<file path="src/rtl/write_req_gen_if.sv">
// Handshake bundle between a pixel producer, the write request generator and the memory write port.
// The master view belongs to the generator; the slave view to the environment driving it.
interface write_req_gen_if;
  logic         frame_start_in;
  logic [127:0] data_in;
  logic         valid_data_in;
  logic         ready_data_out;
  logic [26:0]  write_request_address_out;
  logic [127:0] write_data_out;
  logic         valid_write_req_out;
  logic         rdy_write_req_in;
  logic         valid_write_resp_in;
  logic         rdy_write_resp_out;
  logic         busy_out;
  logic         last_req_out;
  logic         frame_done_out;
  logic         error_out;

  modport master (
    input  frame_start_in, data_in, valid_data_in, rdy_write_req_in, valid_write_resp_in,
    output ready_data_out, write_request_address_out, write_data_out, valid_write_req_out,
           rdy_write_resp_out, busy_out, last_req_out, frame_done_out, error_out
  );

  modport slave (
    output frame_start_in, data_in, valid_data_in, rdy_write_req_in, valid_write_resp_in,
    input  ready_data_out, write_request_address_out, write_data_out, valid_write_req_out,
           rdy_write_resp_out, busy_out, last_req_out, frame_done_out, error_out
  );
endinterface

</file>
<file path="src/rtl/write_req_gen.sv">
// Turns a stream of 128-bit pixel words into sequential memory write requests for one frame,
// bounding the number of unacknowledged writes and flagging acknowledgements with nothing outstanding.
module write_req_gen #(
  parameter int unsigned FRAME_WORDS  = 115200,
  parameter int unsigned MAX_INFLIGHT = 16,
  parameter logic [26:0] BASE_ADDR    = 27'd0
) (
  input logic             clk_in,
  input logic             rst_n_in,
  write_req_gen_if.master bus
);
  localparam int CNT_W = $clog2(FRAME_WORDS + 1);
  localparam int INF_W = $clog2(MAX_INFLIGHT + 1);
  localparam logic [CNT_W-1:0] LAST_IDX  = CNT_W'(FRAME_WORDS - 1);
  localparam logic [CNT_W-1:0] FRAME_CNT = CNT_W'(FRAME_WORDS);
  localparam logic [INF_W-1:0] INF_MAX   = INF_W'(MAX_INFLIGHT);

  localparam logic [1:0] S_IDLE  = 2'd0;
  localparam logic [1:0] S_RUN   = 2'd1;
  localparam logic [1:0] S_DRAIN = 2'd2;
  localparam logic [1:0] S_DONE  = 2'd3;

  logic [1:0]       state;
  logic [CNT_W-1:0] acc_count;
  logic [CNT_W-1:0] req_count;
  logic [CNT_W-1:0] resp_count;
  logic [INF_W-1:0] inflight;
  logic             error_q;

  logic             vld_p1;
  logic             last_p1;
  logic [26:0]      addr_p1;
  logic [127:0]     data_p1;

  logic             resp_open;
  logic             ready;
  logic             data_acc;
  logic             req_hs;
  logic             resp_hs;
  logic             resp_ok;

  // Byte address of a word index; wraps silently at 27 bits.
  function automatic logic [26:0] word_addr(input logic [CNT_W-1:0] idx);
    logic [26:0] ext;
    ext = 27'(idx);
    return BASE_ADDR + (ext << 4);
  endfunction

  assign resp_open = (state == S_RUN) || (state == S_DRAIN);
  assign ready     = (state == S_RUN) && (!vld_p1 || bus.rdy_write_req_in) &&
                     (inflight < INF_MAX) && (acc_count < FRAME_CNT);
  assign data_acc  = ready && bus.valid_data_in;
  assign req_hs    = vld_p1 && bus.rdy_write_req_in;
  assign resp_hs   = bus.valid_write_resp_in && resp_open;
  assign resp_ok   = resp_hs && (inflight != '0);

  // Frame control: state, counters and the sticky error flag.
  always_ff @(posedge clk_in or negedge rst_n_in) begin
    if (!rst_n_in) begin
      state      <= S_IDLE;
      acc_count  <= '0;
      req_count  <= '0;
      resp_count <= '0;
      inflight   <= '0;
      error_q    <= 1'b0;
    end else begin
      case (state)
        S_IDLE:  if (bus.frame_start_in) state <= S_RUN;
        S_RUN:   if (req_hs && (req_count == LAST_IDX)) state <= S_DRAIN;
        S_DRAIN: if (resp_count == FRAME_CNT) state <= S_DONE;
        S_DONE:  state <= S_IDLE;
        default: state <= S_IDLE;
      endcase

      if (data_acc) acc_count  <= acc_count + CNT_W'(1);
      if (req_hs)   req_count  <= req_count + CNT_W'(1);
      if (resp_ok)  resp_count <= resp_count + CNT_W'(1);
      if (resp_hs && (inflight == '0)) error_q <= 1'b1;

      case ({data_acc, resp_ok})
        2'b10:   inflight <= inflight + INF_W'(1);
        2'b01:   inflight <= inflight - INF_W'(1);
        default: inflight <= inflight;
      endcase

      if ((state == S_IDLE) && bus.frame_start_in) begin
        acc_count  <= '0;
        req_count  <= '0;
        resp_count <= '0;
        inflight   <= '0;
        error_q    <= 1'b0;
      end
    end
  end

  // Stage p1: the pending write request, held until the memory takes it.
  always_ff @(posedge clk_in or negedge rst_n_in) begin
    if (!rst_n_in) begin
      vld_p1  <= 1'b0;
      last_p1 <= 1'b0;
      addr_p1 <= '0;
      data_p1 <= '0;
    end else if (data_acc) begin
      vld_p1  <= 1'b1;
      last_p1 <= (acc_count == LAST_IDX);
      addr_p1 <= word_addr(acc_count);
      data_p1 <= bus.data_in;
    end else if (req_hs) begin
      vld_p1  <= 1'b0;
    end
  end

  assign bus.ready_data_out            = ready;
  assign bus.write_request_address_out = addr_p1;
  assign bus.write_data_out            = data_p1;
  assign bus.valid_write_req_out       = vld_p1;
  assign bus.last_req_out              = vld_p1 && last_p1;
  assign bus.rdy_write_resp_out        = resp_open;
  assign bus.busy_out                  = resp_open;
  assign bus.frame_done_out            = (state == S_DONE);
  assign bus.error_out                 = error_q;
endmodule
</file>
<file path="src/flat_wrapper.sv">
// flat-port wrapper written by rule: the top's interface ports become plain ports
module write_req_gen_flat 
#(
  parameter int unsigned FRAME_WORDS  = 115200,
  parameter int unsigned MAX_INFLIGHT = 16,
  parameter logic [26:0] BASE_ADDR    = 27'd0
)
  (clk_in, rst_n_in, bus_frame_start_in, bus_data_in, bus_valid_data_in, bus_rdy_write_req_in, bus_valid_write_resp_in, bus_ready_data_out, bus_write_request_address_out, bus_write_data_out, bus_valid_write_req_out, bus_rdy_write_resp_out, bus_busy_out, bus_last_req_out, bus_frame_done_out, bus_error_out);
  write_req_gen_if bus_i ();
  input logic clk_in;
  input logic rst_n_in;
  input wire logic [$bits(bus_i.frame_start_in)-1:0] bus_frame_start_in;
  input wire logic [$bits(bus_i.data_in)-1:0] bus_data_in;
  input wire logic [$bits(bus_i.valid_data_in)-1:0] bus_valid_data_in;
  input wire logic [$bits(bus_i.rdy_write_req_in)-1:0] bus_rdy_write_req_in;
  input wire logic [$bits(bus_i.valid_write_resp_in)-1:0] bus_valid_write_resp_in;
  output wire logic [$bits(bus_i.ready_data_out)-1:0] bus_ready_data_out;
  output wire logic [$bits(bus_i.write_request_address_out)-1:0] bus_write_request_address_out;
  output wire logic [$bits(bus_i.write_data_out)-1:0] bus_write_data_out;
  output wire logic [$bits(bus_i.valid_write_req_out)-1:0] bus_valid_write_req_out;
  output wire logic [$bits(bus_i.rdy_write_resp_out)-1:0] bus_rdy_write_resp_out;
  output wire logic [$bits(bus_i.busy_out)-1:0] bus_busy_out;
  output wire logic [$bits(bus_i.last_req_out)-1:0] bus_last_req_out;
  output wire logic [$bits(bus_i.frame_done_out)-1:0] bus_frame_done_out;
  output wire logic [$bits(bus_i.error_out)-1:0] bus_error_out;
  assign bus_i.frame_start_in = bus_frame_start_in;
  assign bus_i.data_in = bus_data_in;
  assign bus_i.valid_data_in = bus_valid_data_in;
  assign bus_i.rdy_write_req_in = bus_rdy_write_req_in;
  assign bus_i.valid_write_resp_in = bus_valid_write_resp_in;
  assign bus_ready_data_out = bus_i.ready_data_out;
  assign bus_write_request_address_out = bus_i.write_request_address_out;
  assign bus_write_data_out = bus_i.write_data_out;
  assign bus_valid_write_req_out = bus_i.valid_write_req_out;
  assign bus_rdy_write_resp_out = bus_i.rdy_write_resp_out;
  assign bus_busy_out = bus_i.busy_out;
  assign bus_last_req_out = bus_i.last_req_out;
  assign bus_frame_done_out = bus_i.frame_done_out;
  assign bus_error_out = bus_i.error_out;
  write_req_gen #(.FRAME_WORDS(FRAME_WORDS), .MAX_INFLIGHT(MAX_INFLIGHT), .BASE_ADDR(BASE_ADDR)) u_core (.clk_in(clk_in), .rst_n_in(rst_n_in), .bus(bus_i));
endmodule
</file>
<file path="config.mk">
export PLATFORM = sky130hd
export DESIGN_NAME = write_req_gen_flat
export DESIGN_NICKNAME = d
export VERILOG_FILES = /design/src/rtl/write_req_gen_if.sv /design/src/rtl/write_req_gen.sv /design/src/flat_wrapper.sv
export SDC_FILE = /design/constraint.sdc
export NUM_CORES = 1
export LEC_CHECK = 0
export BUFFER_PORTS_ARGS = -buffer_cell sky130_fd_sc_hd__buf_2
export CORE_AREA = 2 2 162 164
export CTS_BUF_LIST = sky130_fd_sc_hd__clkbuf_8
export CTS_CLUSTER_SIZE = 8
export DETAILED_ROUTE_END_ITERATION = 8
export DIE_AREA = 0 0 164 166
export PLACE_DENSITY = 0.66
export SYNTH_ARGS = -nofsm -noshare
export SYNTH_HDL_FRONTEND = slang
export SYNTH_SLANG_ARGS = --single-unit
</file>
<file path="constraint.sdc">
create_clock -name clk_in -period 4.5 [get_ports clk_in]
set_clock_uncertainty 0.15 [all_clocks]
set_input_delay 0.675 -clock clk_in [delete_from_list [all_inputs] [get_ports clk_in]]
set_output_delay 0.675 -clock clk_in [all_outputs]
set_load 0.01 [all_outputs]
</file>
==> flow_metrics.tcl, run 1 <==
set metrics [dict create \
    dpl_cell_area_um2 10600 \
    cts_buffers 38 \
    synth-seq-cells 206 \
    critical_path_class "reg -> reg" \
    fillers 2542 \
    netSwitchingPower_w 0.00257 \
    power.share.clock_pct 25.0 \
    worstSkewPairLatency_ps 520 \
    relSlewSlack_pct 33.0 \
    vias_per_cell 4.66 \
    cts_tree "done" \
    fin_cells 1619 \
    htreeDepth 2 \
    cp.arrival_ps 3560 \
    slowest_delay_ps 510 \
    combPwrFrac_pct 32.7 \
    ys.flop_type "dfrtp_1" \
    post-route-util_pct 44.1 \
    hold_buffers 0 \
    num_io_pins 296 \
    dp_cells 1558 \
    leakage_nw 6.21 \
    drive_gt1_share_pct 27.7 \
    grt_pass1_vias 7494 \
    drtIter0Drc 554 \
    drtPass1Iterations 5 \
    hold_violations 0 \
    diodes 0 \
    yosys.area.top_type "dfrtp_1" \
    end_kind "flip-flop" \
    fp.dieW_um 164 \
    gr-usage-all-layers_pct 16.5 \
    worst_pin_slew_ps 1000 \
    period_share_pct 72.5 \
    p_int_w 0.00442 \
    area_delta_synth_final_pct 27.7 \
    core-area_um2 25600 \
    wl_mm 22.5 \
    synth_seq_area_share_pct 58.3 \
    required_ps 4790 \
    synth.top_cells.by_area "dfrtp_1 (58%), nand2_1 (20%), xnor2_1 (2.4%)" \
    hold_slack_ps 59.1 \
    cp-start-kind "flip-flop" \
    crit_path_cell_trace "inv_1, ha_1, nand2_1, a21oi_1, o21ai_2, inv_1, ha_1, nor2b_1, o21ai_0, nand2b_1, mux2i_1, mux2i_1" \
    die_h_um 166 \
    cts_max_path_buffers 3 \
    yosys.area.top_type_share_pct 58.3 \
    fin_nets 1410 \
    peakVddDrop_mv 0.366 \
    num_vias 7545 \
    place_congestion 0.779 \
    grt_pass1_wl_mm 36.8 \
    ys_warn_count 0 \
    cap_violations 0 \
    slowest_stage "a21oi_1" \
    rows 59 \
    status "finished, final reports clean" \
    clk_pin_slew_worst_paths_ps 50 \
    drc_errors 0 \
    grt_antenna_before_repair 0 \
    synth_cell_type_count 51 \
    post_cts_buffers 0 \
    cts_resized 0 \
    post_drt_wl_per_cell_um 13.9 \
    cp_top_family "compound AO/OA/AOI/OAI gates" \
    syn_inst 976 \
    fmax_mhz 306 \
    port_buffers 285 \
    slew_viol_final 0 \
    tns_ps 0 \
    power_per_cell_area_nw_per_um2 619 \
    dieArea_um2 27200 \
    ant_nets 0 \
    grt_max_degree 147 \
    dp_hpwl_mm 15.2 \
    cts_root_buffer "clkbuf_8" \
    setup_viol 0 \
    critPathBufInv 2 \
    pwr-share-seq_pct 42.3 \
    hp-class "in -> async" \
    synth_edf_count 0 \
    cts_sinks 206 \
    switching_share_pct 36.7 \
    synthesis.area_um2 8840 \
    gr-total-overflow 0 \
    worstPathMaxFanout 8 \
    design_area_um2 11300 \
    layout_min_cycle_time_ps 3260 \
    start_util_pct 34.5 \
    synth.avg_cell_area_um2 9.06 \
    rsz0062_at_grt "no" \
    async_flop_share_pct 100 \
]
state kept, by name, indices dropped and copies added (netlist names):
signal and flops:
u_core.req_count 17, u_core.state 2, u_core.bus.error_out 1, u_core.resp_count 17, u_core.bus.write_data_out 128, u_core.bus.valid_write_req_out 1
u_core.inflight 5, u_core.last_p1 1, u_core.acc_count 17, u_core.bus.write_request_address_out 17
power groups by stage:
stage | clock (W) | sequential (W) | combinational [W]
2_1_floorplan | 0 | 0.00322 | 0.00105
3_3_place_gp | 0 | 0.00295 | 0.00228
3_5_place_dp | 0 | 0.00297 | 0.00233
4_1_cts | 0.00182 | 0.00296 | 0.00233
5_1_grt | 0.00190 | 0.00305 | 0.00260
6_report | 0.00175 | 0.00296 | 0.00229
placed cells by master, fill, tap and decap left out, drive strengths merged, types with 2 or more instances in the layout:
cell type and count:
nor2 45, nor2b 2, nand3b 2, clkbuf 48
a31oi 2, inv 22, buf 291, nand2 463
nand2b 5, conb 10, o21ai 12, or3 7
nor4 14, and2 5, nand4 13, dfrtp 206
a21o 3, xnor2 24, nand3 21, and3 4
nor3 8, ha 12, mux2i 4, xor2 16
and4 6, a21oi 16, nor4b 4
path summary, 6_finish.rpt:
check | start | to | slack, ps | cells past startpoint
min | rst_n_in | u_core.resp_count[15]$_DFFE_PN0P_ | 60 | 1
max in group asynchronous | rst_n_in | u_core.bus.write_data_out[77]$_DFFE_PN0P_ | 3040 | 2
max | u_core.state[0]$_DFFE_PN0P_ | u_core.inflight[4]$_DFFE_PN0P_ | 1240 | 12
min in group clk_in | bus_data_in[57] | u_core.bus.write_data_out[57]$_DFFE_PN0P_ | 190 | 3
min reg2reg | u_core.bus.write_data_out[40]$_DFFE_PN0P_ | u_core.bus.write_data_out[40]$_DFFE_PN0P_ | 310 | 2
max reg2reg | u_core.state[0]$_DFFE_PN0P_ | u_core.inflight[4]$_DFFE_PN0P_ | 1240 | 12
metal layers:
metal | share of wire, % | wire length (um) | track usage (%) | vias to the layer above
met5 | 0 | 0 | 0 | -
met4 | 2.7 | 600 | 6.03 | 0
met3 | 6.8 | 1530 | 3.87 | 48
met2 | 47 | 10500 | 27.7 | 275
met1 | 44 | 9860 | 20.6 | 3555
li1 | - | - | - | 3667
cells by family (layout without fill, tap and decap cells):
family / count (synthesis) / after routing / synth area share, %
mux: 5 / 5 / 0.622
xor+xnor: 40 / 40 / 3.96
buf+inv: 65 / 364 / 3.38
fa+ha+maj: 13 / 13 / 1.92
compound gates: 41 / 41 / 2.93
other cells: 1 / 10 / 0.0424
flops: 206 / 206 / 58.3
simple gates: 605 / 605 / 28.8
Yosys cell counts (all sizes together) (6+ instances only):
| master | n |
|---|---|
| nor2 | 45 |
| xnor2 | 24 |
| o21ai | 12 |
| buf | 27 |
| and4 | 6 |
| nand4 | 13 |
| ha | 12 |
| nor4 | 14 |
| dfrtp | 206 |
| nor3 | 8 |
| or3 | 7 |
| nand3 | 21 |
| clkbuf | 27 |
| inv | 11 |
| xor2 | 16 |
| a21oi | 16 |
| nand2 | 463 |
per-stage QoR:
step	setup slack, ps	power, W
3_5_place_dp	1290	0.00530
2_1_floorplan	1640	0.00427
6_report	1240	0.00699
4_1_cts	1240	0.00711
5_1_grt	967	0.00755
3_3_place_gp	1390	0.00522
area by class of cell:
type                    count  area [um^2]  share of cell area, %
inverters                  11         41.3                  0.365
multi-input cells         714         3440                   30.4
well taps                 335          419                   3.71
flip-flops and latches    206         5150                   45.6
clock buffers              47          647                   5.73
clock inverters            14         83.8                  0.742
repair buffers            292         1510                   13.4
Note: power is estimated with default switching activity, not from simulation.
==> run 2: changes to the inputs <==
PLACE_DENSITY = 0.68   (was 0.66)
clock period = 2.8 ns   (was 4.5 ns; I/O delays follow)
==> run 2 against run 1 <==
Worst setup slack worse by 1100 ps; wire length is 11% higher; sequential power is 61% higher; power is 63% higher; hold slack better by 6.6 ps; sequential share of layout area is 5.3 points lower; register-to-register slack worse by 1100 ps; maximum frequency is 22% higher; clock power is 50% higher; combinational power is 76% higher; via count is 8.3% higher.
==> flow_metrics.tcl, run 2 (same netlist as run 1, synthesis figures left out) <==
set metrics [dict create \
    dpl_cell_area_um2 10800 \
    hold_slack_ps 65.7 \
    r2r_slack_ps 130 \
    die_h_um 166 \
    timing.rr.start "u_core.state[1]$_DFFE_PN0P_" \
    grt_antenna_before_repair 0 \
    wl_mm 25.1 \
    required_ps 3090 \
    path_common_cell "mux2i_1" \
    num_io_pins 296 \
    ant_nets 0 \
    gr-total-overflow 0 \
    slowest_stage "dfrtp_1" \
    drtIter0Drc 606 \
    start_util_pct 34.5 \
    cp.arrival_ps 2960 \
    cap_violations 0 \
    cp-start-kind "flip-flop" \
    gr-usage-all-layers_pct 18.4 \
    final_common_cell "nand2_1" \
    fin_nets 1554 \
    rr_worst_depth 12 \
    hold_violations 0 \
    dp_slack_ps -48.8 \
    slew_viol_final 0 \
    drc_errors 0 \
    crit_path_cell_trace "inv_1, ha_1, nand2_1, a21oi_4, o21ai_4, buf_4, fa_2, nor2b_1, o21ai_1, nand2b_1, mux2i_1, mux2i_1" \
    design_area_um2 12800 \
    diodes 0 \
    relSlewSlack_pct 57.4 \
    port_buffers 285 \
    grt_pass1_vias 8236 \
    min_path_cells 3 \
    hp-class "in -> reg" \
    hold_path_end "u_core.req_count[1]$_DFFE_PN0P_" \
    fillers 2291 \
    cts_root_buffer "clkbuf_8" \
    worstSkewPairLatency_ps 530 \
    clk_pin_slew_worst_paths_ps 60 \
    grt_max_degree 74 \
    area_delta_synth_final_pct 44.6 \
    leakage_nw 6.84 \
    dieArea_um2 27200 \
    num_vias 8173 \
    place_congestion 0.835 \
    cts_max_path_buffers 3 \
    drive_gt1_share_pct 26.3 \
    dp_hpwl_mm 15.4 \
    fp.dieW_um 164 \
    largest_register_ffs 128 \
    critical_path_class "reg -> reg" \
    fmax_mhz 375 \
    holdCritStartpoint "bus_rdy_write_req_in" \
    cts_sinks 206 \
    htreeDepth 2 \
    cts_buffers 36 \
    end_kind "flip-flop" \
    grt_pass1_wl_mm 40.6 \
    drtPass1Iterations 5 \
    rows 59 \
    power_per_cell_area_nw_per_um2 893 \
    final_cell_mix "nand2_1 (462), buf_2 (284), dfrtp_1 (206)" \
    worstPathMaxFanout 5 \
    worst_pin_slew_ps 623 \
    timing.final.ws_setup_ps 130 \
    timing.rr.end "u_core.inflight[4]$_DFFE_PN0P_" \
    setup_viol 0 \
    peakVddDrop_mv 0.519 \
    slowest_delay_ps 400 \
    period_share_pct 95.3 \
    cts_tree "done" \
    vias_per_cell 4.63 \
    core-area_um2 25600 \
    layout_min_cycle_time_ps 2670 \
    status "finished, final reports clean" \
    post_drt_wl_per_cell_um 14.2 \
]
[run 2: cell types whose count changed in the layout (fill, tap and decap cells not counted), moves of 2 or more]
cell,previous run,this run
clkbuf_8,48,45
buf_4,5,15
dlygate4sd3_1,0,129
clkinv_2,1,3
buf_12,2,9
[run 2: worst max-delay path, delay by kind of cell (launching register included)]
kind | cells | cell delay, ps
buffers and inverters | 2 | 270
AOI/OAI and AO/OA | 3 | 350
adders and majority gates | 2 | 640
and+or+nand+nor | 3 | 330
muxes | 2 | 430
DFF | 1 | 400
[run 2: report_power, final]
part / internal (W) / switching [W]
Combinational: 0.00168 / 0.00236
Sequential: 0.00407 / 0.000682
Clock: 0.00141 / 0.00121
[run 2: metal layers]
| layer | GRT usage [%] | vias to the layer above | share of wire [%] | wire length, um |
|---|---|---|---|---|
| met5 | 0 | - | 0 | 0 |
| met3 | 4.12 | 75 | 6.6 | 1650 |
| met4 | 8.28 | 0 | 3.9 | 984 |
| met2 | 31.0 | 320 | 48 | 11900 |
| met1 | 22.4 | 3819 | 42 | 10500 |
| li1 | - | 3959 | - | - |
[run 2: how the worst max path moves through the flow]
stage	start	endpoint	slack [ps]
3_3_place_gp	u_core.acc_count[11]$_DFFE_PN0P_	u_core.inflight[4]$_DFFE_PN0P_	80
6_report	u_core.state[1]$_DFFE_PN0P_	u_core.inflight[4]$_DFFE_PN0P_	130
3_5_place_dp	u_core.acc_count[11]$_DFFE_PN0P_	u_core.inflight[4]$_DFFE_PN0P_	-50
2_1_floorplan	u_core.state[1]$_DFFE_PN0P_	u_core.inflight[4]$_DFFE_PN0P_	100
5_1_grt	u_core.state[1]$_DFFE_PN0P_	u_core.inflight[4]$_DFFE_PN0P_	-30
4_1_cts	u_core.state[1]$_DFFE_PN0P_	bus_ready_data_out	10
[run 2: timing repair]
action                     4_1_cts  5_1_grt
hold endpoints to repair       198        0
pin swaps                        1        2
hold buffers                   129        0
buffers inserted                 1        3
resized for setup                2        5
setup endpoints to repair        1        2
[run 2: stage by stage]
step / power, W / utilization [%] / instances / TNS, ps
final: 0.0114 / 49.9 / 1765 / 0
after global routing: 0.0123 / 49.9 / 1765 / -25.4
after CTS: 0.0114 / 49.8 / 1762 / 0
after detailed placement: 0.00861 / 42.0 / 1571 / -48.8
after global placement: 0.00851 / 42.0 / 1571 / 0
after floorplan: 0.00687 / - / 985 / 0
[run 2: cell type report]
type,count,area [um^2],share of cell area (%)
Multi-Input combinational cell,714,3470,27.1
Clock buffer,44,606,4.74
Inverter,11,41.3,0.323
Clock inverter,17,75.1,0.587
Sequential cell,206,5150,40.3
Timing Repair Buffer,438,3020,23.6
Tap cell,335,419,3.28
